<file path="src/rtl/mean_pool_div_ctrl_if.sv">
// Bundles the sample stream, the result stream and the divider handshake of the
// mean-pool divide controller. The controller takes the slave view.
interface mean_pool_div_ctrl_if #(
    parameter int WIDTH = 16
);
    logic             in_valid;
    logic             in_ready;
    logic [WIDTH-1:0] in_data;
    logic             in_last;

    logic             out_valid;
    logic             out_ready;
    logic [WIDTH-1:0] out_data;
    logic             out_sat;
    logic             out_dbz;
    logic             out_ovf;

    logic             div_start;
    logic [WIDTH-1:0] div_x;
    logic [WIDTH-1:0] div_y;
    logic             div_busy;
    logic             div_valid;
    logic             div_dbz;
    logic             div_ovf;
    logic [WIDTH-1:0] div_q;

    modport slave (
        input  in_valid, in_data, in_last, out_ready,
               div_busy, div_valid, div_dbz, div_ovf, div_q,
        output in_ready, out_valid, out_data, out_sat, out_dbz, out_ovf,
               div_start, div_x, div_y
    );

    modport master (
        output in_valid, in_data, in_last, out_ready,
               div_busy, div_valid, div_dbz, div_ovf, div_q,
        input  in_ready, out_valid, out_data, out_sat, out_dbz, out_ovf,
               div_start, div_x, div_y
    );
endinterface

</file>
<file path="src/rtl/mean_pool_div_ctrl.sv">
// Average-pool window accumulator: saturating sum of a sample window, one divide of
// sum by (count << FBITS) on the external sequential divider, mean on valid/ready.
module mean_pool_div_ctrl #(
    parameter int WIDTH = 16,
    parameter int FBITS = 8
) (
    input  logic                 clk,
    input  logic                 rst_n,
    mean_pool_div_ctrl_if.slave  bus
);
    typedef enum logic [1:0] {ACC, START, WAIT, OUT} state_t;

    state_t           state, state_d;
    logic [WIDTH-1:0] sum, count;
    logic             sat;

    logic             accept, capture, handshake;
    logic [WIDTH:0]   add_full;
    logic [WIDTH-1:0] sum_nxt, count_nxt;
    logic             in_ready_d, div_start_d, out_valid_d;

    // in_ready mirrors state==ACC, so acceptance needs only the state.
    assign accept    = (state == ACC) && bus.in_valid;
    assign capture   = (state == WAIT) && !bus.div_busy;
    assign handshake = bus.out_valid && bus.out_ready;

    assign add_full  = {1'b0, sum} + {1'b0, bus.in_data};
    assign sum_nxt   = add_full[WIDTH] ? {WIDTH{1'b1}} : add_full[WIDTH-1:0];
    assign count_nxt = count + 1'b1;

    always_ff @(posedge clk or negedge rst_n) begin
        if (!rst_n) state <= ACC;
        else        state <= state_d;
    end

    always_comb begin
        state_d = state;
        case (state)
            ACC:     if (accept && bus.in_last) state_d = START;
            START:   state_d = WAIT;
            WAIT:    if (capture) state_d = OUT;
            OUT:     if (handshake) state_d = ACC;
            default: state_d = ACC;
        endcase
    end

    // Registered outputs are decoded one cycle early; out_valid lags entry to OUT
    // by one cycle so the captured result is settled in its register first.
    always_comb begin
        in_ready_d  = (state_d == ACC);
        div_start_d = (state_d == START);
        out_valid_d = (state == OUT) && !handshake;
    end

    always_ff @(posedge clk or negedge rst_n) begin
        if (!rst_n) begin
            sum           <= '0;
            count         <= '0;
            sat           <= 1'b0;
            bus.in_ready  <= 1'b1;
            bus.out_valid <= 1'b0;
            bus.out_data  <= '0;
            bus.out_sat   <= 1'b0;
            bus.out_dbz   <= 1'b0;
            bus.out_ovf   <= 1'b0;
            bus.div_start <= 1'b0;
            bus.div_x     <= '0;
            bus.div_y     <= '0;
        end else begin
            bus.in_ready  <= in_ready_d;
            bus.div_start <= div_start_d;
            bus.out_valid <= out_valid_d;
            if (accept) begin
                sum   <= sum_nxt;
                count <= count_nxt;
                sat   <= sat | add_full[WIDTH];
                if (bus.in_last) begin
                    bus.div_x <= sum_nxt;
                    bus.div_y <= count_nxt << FBITS;
                end
            end
            if (capture) begin
                bus.out_data <= (bus.div_dbz || bus.div_ovf) ? '0 : bus.div_q;
                bus.out_dbz  <= bus.div_dbz;
                bus.out_ovf  <= bus.div_ovf;
                bus.out_sat  <= sat;
                sum          <= '0;
                count        <= '0;
                sat          <= 1'b0;
            end
        end
    end
endmodule
</file>
<file path="src/flat_wrapper.sv">
// flat-port wrapper written by rule: the top's interface ports become plain ports
module mean_pool_div_ctrl_flat 
#(
    parameter int WIDTH = 16,
    parameter int FBITS = 8
)
  (clk, rst_n, bus_in_valid, bus_in_data, bus_in_last, bus_out_ready, bus_div_busy, bus_div_valid, bus_div_dbz, bus_div_ovf, bus_div_q, bus_in_ready, bus_out_valid, bus_out_data, bus_out_sat, bus_out_dbz, bus_out_ovf, bus_div_start, bus_div_x, bus_div_y);
  mean_pool_div_ctrl_if #(.WIDTH(WIDTH)) bus_i ();
  input  logic clk;
  input  logic rst_n;
  input wire logic [$bits(bus_i.in_valid)-1:0] bus_in_valid;
  input wire logic [$bits(bus_i.in_data)-1:0] bus_in_data;
  input wire logic [$bits(bus_i.in_last)-1:0] bus_in_last;
  input wire logic [$bits(bus_i.out_ready)-1:0] bus_out_ready;
  input wire logic [$bits(bus_i.div_busy)-1:0] bus_div_busy;
  input wire logic [$bits(bus_i.div_valid)-1:0] bus_div_valid;
  input wire logic [$bits(bus_i.div_dbz)-1:0] bus_div_dbz;
  input wire logic [$bits(bus_i.div_ovf)-1:0] bus_div_ovf;
  input wire logic [$bits(bus_i.div_q)-1:0] bus_div_q;
  output wire logic [$bits(bus_i.in_ready)-1:0] bus_in_ready;
  output wire logic [$bits(bus_i.out_valid)-1:0] bus_out_valid;
  output wire logic [$bits(bus_i.out_data)-1:0] bus_out_data;
  output wire logic [$bits(bus_i.out_sat)-1:0] bus_out_sat;
  output wire logic [$bits(bus_i.out_dbz)-1:0] bus_out_dbz;
  output wire logic [$bits(bus_i.out_ovf)-1:0] bus_out_ovf;
  output wire logic [$bits(bus_i.div_start)-1:0] bus_div_start;
  output wire logic [$bits(bus_i.div_x)-1:0] bus_div_x;
  output wire logic [$bits(bus_i.div_y)-1:0] bus_div_y;
  assign bus_i.in_valid = bus_in_valid;
  assign bus_i.in_data = bus_in_data;
  assign bus_i.in_last = bus_in_last;
  assign bus_i.out_ready = bus_out_ready;
  assign bus_i.div_busy = bus_div_busy;
  assign bus_i.div_valid = bus_div_valid;
  assign bus_i.div_dbz = bus_div_dbz;
  assign bus_i.div_ovf = bus_div_ovf;
  assign bus_i.div_q = bus_div_q;
  assign bus_in_ready = bus_i.in_ready;
  assign bus_out_valid = bus_i.out_valid;
  assign bus_out_data = bus_i.out_data;
  assign bus_out_sat = bus_i.out_sat;
  assign bus_out_dbz = bus_i.out_dbz;
  assign bus_out_ovf = bus_i.out_ovf;
  assign bus_div_start = bus_i.div_start;
  assign bus_div_x = bus_i.div_x;
  assign bus_div_y = bus_i.div_y;
  mean_pool_div_ctrl #(.WIDTH(WIDTH), .FBITS(FBITS)) u_core (.clk(clk), .rst_n(rst_n), .bus(bus_i));
endmodule
</file>
<file path="config.mk">
export PLATFORM = sky130hd
export DESIGN_NAME = mean_pool_div_ctrl_flat
export DESIGN_NICKNAME = d
export VERILOG_FILES = /design/src/rtl/mean_pool_div_ctrl_if.sv /design/src/rtl/mean_pool_div_ctrl.sv /design/src/flat_wrapper.sv
export SDC_FILE = /design/constraint.sdc
export NUM_CORES = 1
export LEC_CHECK = 0
export BUFFER_PORTS_ARGS = -buffer_cell sky130_fd_sc_hd__buf_2
export CELL_PAD_IN_SITES_DETAIL_PLACEMENT = 1
export CELL_PAD_IN_SITES_GLOBAL_PLACEMENT = 2
export CORE_UTILIZATION = 29
export CTS_CLUSTER_DIAMETER = 200
export CTS_CLUSTER_SIZE = 16
export DETAILED_ROUTE_END_ITERATION = 8
export PLACE_DENSITY_LB_ADDON = 0.1
export REMOVE_ABC_BUFFERS = 1
export SYNTH_ARGS = -nofsm -noshare
export SYNTH_HDL_FRONTEND = slang
export SYNTH_SLANG_ARGS = --single-unit
</file>
<file path="constraint.sdc">
create_clock -name clk -period 2.38 [get_ports clk]
set_input_delay 0.238 -clock clk [delete_from_list [all_inputs] [get_ports clk]]
set_output_delay 0.238 -clock clk [all_outputs]
set_load 0.005 [all_outputs]
</file>
## Word-level counts from Yosys, hierarchy flattened

Cells that the tools add are included.

| storage, ports and cells | value |
|---|---|
| register bits | 81 |
| logic and storage cells | 44 |
| memories | 0 |
| latch bits | 0 |
| bits in writable memories | 0 |
| output and inout port bits | 54 |
| bits of input ports | 41 |
| memory bits (read-only) | 0 |

| cells by class | value |
|---|---|
| $add $sub $neg | 2 |
| shift-type cells | 0 |
| muxes and demuxes | 12 |
| reductions and logical operators | 12 |
| order comparisons | 0 |
| div/mod/pow operators | 0 |
| multiply operators | 0 |
| equal/unequal tests | 4 |
| bitwise logic cells | 1 |

Operators with widths:

| kind | count |
|---|---|
| $mux W16 | 6 |
| $add A16 B16 Y17 | 1 |
| $add A16 B1 Y16 const B | 1 |
| $pmux W2 S4 | 1 |
| $mux W2 | 3 |
| $logic_and A1 B1 Y1 | 5 |
| $eq A2 B1 Y1 const B | 2 |
| $eq A2 B2 Y1 const B | 2 |
| $logic_not A2 Y1 | 2 |
| $logic_not A1 Y1 | 2 |
| $mux W1 | 2 |
| $reduce_and A2 Y1 | 1 |
| $reduce_bool A2 Y1 | 1 |
| $logic_or A1 B1 Y1 | 1 |
| $or A1 B1 Y1 | 1 |

## Longest topological paths before layout

| depth | value |
|---|---|
| word-level depth | 6 |
| depth in mapped cells | 10 |

## Worst setup path before layout

No wires, ideal clock.

| timing | value |
|---|---|
| kind | reg-to-reg |
| start | reg u_core.sum[0] |
| end | reg u_core.sum[6] |
| arrival | 2.328 ns |
| clock period less this slack | 2.456 ns |
| setup slack | -0.076 ns |
| stages on the path, launching flop included | 11 |
| cells stage by stage | dfrtp_1 > ha_1 > fa_1 > a211oi_2 > o211ai_2 > and3_4 > o32a_1 > buf_6 > buf_8 > nor2_4 > o21ai_2 |

| on the way | value |
|---|---|
| cells in the longest elaborated chain, start to end | 4 |

Ends and longest elaborated chain:

| item | RTL line | RTL |
|---|---|---|
| start: declaration | mean_pool_div_ctrl.sv:14 | `logic [WIDTH-1:0] sum, count;` |
| start signal: assignment | mean_pool_div_ctrl.sv:74 | `sum <= sum_nxt;` |
| $add A16 B16 Y17 | mean_pool_div_ctrl.sv:27 | `assign add_full = {1'b0, sum} + {1'b0, bus.in_data};` |
| $mux W16 | mean_pool_div_ctrl.sv:28 | `assign sum_nxt = add_full[WIDTH] ? {WIDTH{1'b1}} : add_full[WIDTH-1:0];` |
| $mux W16 | mean_pool_div_ctrl.sv:73 | `if (accept) begin` |
| $mux W16 | mean_pool_div_ctrl.sv:82 | `if (capture) begin` |

Every way passes these cells. The select of a mux whose other input is x is not followed.
A chain may end at the register's enable or synchronous reset.

## Worst setup path in the final report

| timing | value |
|---|---|
| start | reg u_core.sum[0] |
| end | reg u_core.sum[13] |

Same word-level chain as after synthesis.

==> results.cfg <==
[finish]
multi_input_area_um2 = 1970
drive_gt1_share_pct = 30.3
utilization_pct = 39.3
nNetsFinal = 576
layout.cells.non_filler = 694
fillers = 1513
areaGrowthSynthToFinish_pct = 30.1
regArea_um2 = 1830
diodes = 0
final_area_um2 = 5020

[clocking]
cts_sinks = 73
cts_buffer_depth = 2
clk_latency_ns = 0.34
cts_root_buffer = clkbuf_16
htreeDepth = 3
cts_tree = built
numCtsBuffers = 9
path_clk_slew_ns = 0.06

[placed_design]
port_buffers = 85
place.gp.congestion = 0.761
placed_area_um2 = 4570
post-place-ws_ns = -0.277
place_hpwl_um = 7560
dp_cells = 677

[sta]
period_share_pct = 101
fin_ws_ns = -0.0339
tns_ns = -0.0348
fin_skew_ns = 0.00817
drv_slew = 0
fin_crit_ns = 2.41
worst_pin_slew_ns = 0.585
finalSetupViolCount = 2
finalHoldViolCount = 0
relSlewSlack_pct = 60.9
fmax_ghz = 0.414
rsz0062_at_grt = true

[grt]
grt_pass1_wl_um = 17900
grt_usage_pct = 16.5
grt_start_max_net_pins = 42
grt_pass1_vias = 3539
grt_overflow = 0
antenna_found_initial = 0

[setup_path]
crit_path_max_fanout = 5
startpoint_type = flip-flop
reg2reg_to = u_core.sum[13]$_DFFE_PN0P_
reg2reg_from = u_core.sum[0]$_DFFE_PN0P_
reg2reg_depth = 8
crit_type = flip-flop to flip-flop
cp-end-kind = flip-flop
cp_data_required_time_ns = 2.60
critical_path_arrival_ns = 2.64
r2r_slack_ns = -0.03

[floorplanning]
die_y_um = 117
die_area_um2 = 13800
start_util_pct = 30.2
core_area_um2 = 12800
std_cell_rows = 41
ios = 95
die_w_um = 117

[hold_path]
worstHoldStart = bus_out_ready
min_path_cells = 2
worstHoldEndpoint = u_core.bus.out_valid$_DFF_PN0_
hold_path.class = input port to flip-flop

[logic_synthesis]
synthArstFlopShare_pct = 100
ys_seq_elements = 73
yosysSeqAreaShare_pct = 47.4
synth-edff-count = 0
synth_area_um2 = 3860
synthTopCellsByArea = dfrtp_1 47%, nand2_1 8.7%, ha_1 5.5%, o21ai_0 4.0%, xnor2_1 3.2%
synth_area_leader_cell = dfrtp_1
avgSynthCellArea_um2 = 9.23
synth_top_area_share_pct = 46.7
ys.flop_type = dfrtp_1
synth_cell_types = 56
yosys_warnings = 0
postSynthCellCount = 418

[job]
maxCapViolations = 0

[power]
p_leak_nw = 2.55
power_density_nw_per_um2 = 1190
ir_drop_v = 0.000324

[run_status]
violations = setup timing
status = finished, violations left

[route]
drcViolationCount = 0
viasPerCell = 4.76
drt_iter0_drc = 117
firstDrtPassIters = 4
wl_per_cell_um = 15.1
totalWireLength_um = 10500
vias = 3304
antenna_left = 0
sequential cells by signal (all words and copies together), names as in the netlist:
signal / flops
u_core.bus.div_start: 1
u_core.bus.div_x: 16
u_core.bus.div_y: 8
u_core.bus.in_ready: 1
u_core.bus.out_data: 16
u_core.bus.out_dbz: 1
u_core.bus.out_ovf: 1
u_core.bus.out_sat: 1
u_core.bus.out_valid: 1
u_core.count: 8
u_core.sat: 1
u_core.state: 2
u_core.sum: 16
worst max-delay path, cell delays in order, from the launching register on:
cell      delay [ns]
dfrtp_1         0.40
ha_4            0.18
fa_2            0.37
a211oi_4        0.25
o211ai_2        0.12
and3_4          0.18
o32a_4          0.36
buf_6           0.15
a221o_1         0.28
metal layers:
metal,GRT usage (%),part of all wire (%)
met2,25.4,44
met5,0,0
met3,4.18,5.4
met4,7.55,1.9
met1,21.5,49
cells by family (layout without fill, tap and decap cells):
logic type | Yosys count | after routing | share of synthesized area, %
AOI/OAI and AO/OA | 104 | 104 | 16.8
xor gates and xnor gates | 18 | 18 | 4.08
adders and majority gates | 18 | 18 | 6.03
buffers and inverters | 34 | 131 | 4.73
DFF | 73 | 73 | 47.4
muxes | 2 | 2 | 0.551
other | 1 | 8 | 0.0972
and+or+nand+nor | 168 | 168 | 20.3
how the worst max path moves through the flow:
stage | start | end | slack (ns)
floorplan | u_core.state[0]$_DFF_PN0_ | u_core.sum[13]$_DFFE_PN0P_ | -0.41
global placement | u_core.sum[0]$_DFFE_PN0P_ | u_core.sum[13]$_DFFE_PN0P_ | -0.25
detailed placement | u_core.sum[0]$_DFFE_PN0P_ | u_core.sum[2]$_DFFE_PN0P_ | -0.28
CTS | u_core.sum[0]$_DFFE_PN0P_ | u_core.sum[13]$_DFFE_PN0P_ | -0.03
global route | u_core.sum[0]$_DFFE_PN0P_ | u_core.bus.div_x[4]$_DFFE_PN0P_ | -0.12
finish | u_core.sum[0]$_DFFE_PN0P_ | u_core.sum[13]$_DFFE_PN0P_ | -0.03
layout make-up:
type / instances / share of cell area (%)
sequential: 73 / 36.4
clock buffer: 11 / 4.63
clock inverter: 5 / 2.07
inverter: 4 / 0.299
tap: 172 / 4.29
timing repair buffer: 111 / 13.0
multi-input combinational: 318 / 39.3
what timing repair did:
action | in CTS | in global routing
resized for setup | 11 | 16
buffers inserted | 0 | 0
hold endpoints to repair | 31 | 0
hold buffers | 1 | 0
endpoints found under the setup margin | 33 | 31
pin swaps | 2 | 4
power by group:
group / total, W / internal (W) / switching (W) / leakage, nW
clock: 0.00156 / 0.00103 / 0.000539 / 0.164
sequential: 0.00193 / 0.00168 / 0.000249 / 0.961
combinational: 0.00250 / 0.00111 / 0.00139 / 1.42
total: 0.00599 / 0.00382 / 0.00218 / 2.55
metrics by stage:
stage / total power, W / hold WS (ns)
after floorplan: 0.00334 / -0.0576
after global placement: 0.00429 / 0.221
after detailed placement: 0.00434 / 0.225
after CTS: 0.00601 / 0.0754
after global routing: 0.00648 / 0.102
final: 0.00599 / 0.0902
Yosys cell counts (2+ instances only):
cell / instances
o21ai_1: 17
xor2_1: 4
nor2_4: 6
dfrtp_1: 72
o21ai_0: 31
nor2_1: 22
a21boi_0: 2
inv_1: 4
and2_1: 2
nand3b_1: 2
a21oi_1: 23
nand4_1: 3
a21o_1: 5
buf_4: 8
o211ai_2: 2
nor2_2: 3
o21ai_2: 2
nand3_1: 23
clkbuf_1: 15
o211ai_1: 2
or3_1: 3
nand2_1: 89
a41oi_1: 3
nor3_1: 3
a211oi_2: 2
xnor2_1: 14
and3_1: 7
buf_2: 5
ha_1: 17
layout by cell type, fill, tap and decap left out, drive strengths merged, types with 4 or more instances in the layout:
cell | netlist | routed
buf | 15 | 110
nand2 | 89 | 89
dfrtp | 72 | 72
o21ai | 50 | 50
nor2 | 31 | 31
nand3 | 23 | 23
a21oi | 23 | 23
ha | 17 | 17
xnor2 | 14 | 14
clkbuf | 15 | 11
conb | 1 | 8
and3 | 8 | 8
a21o | 5 | 5
inv | 4 | 4
xor2 | 4 | 4
o211ai | 4 | 4
Power figures use the tool's default switching activity.
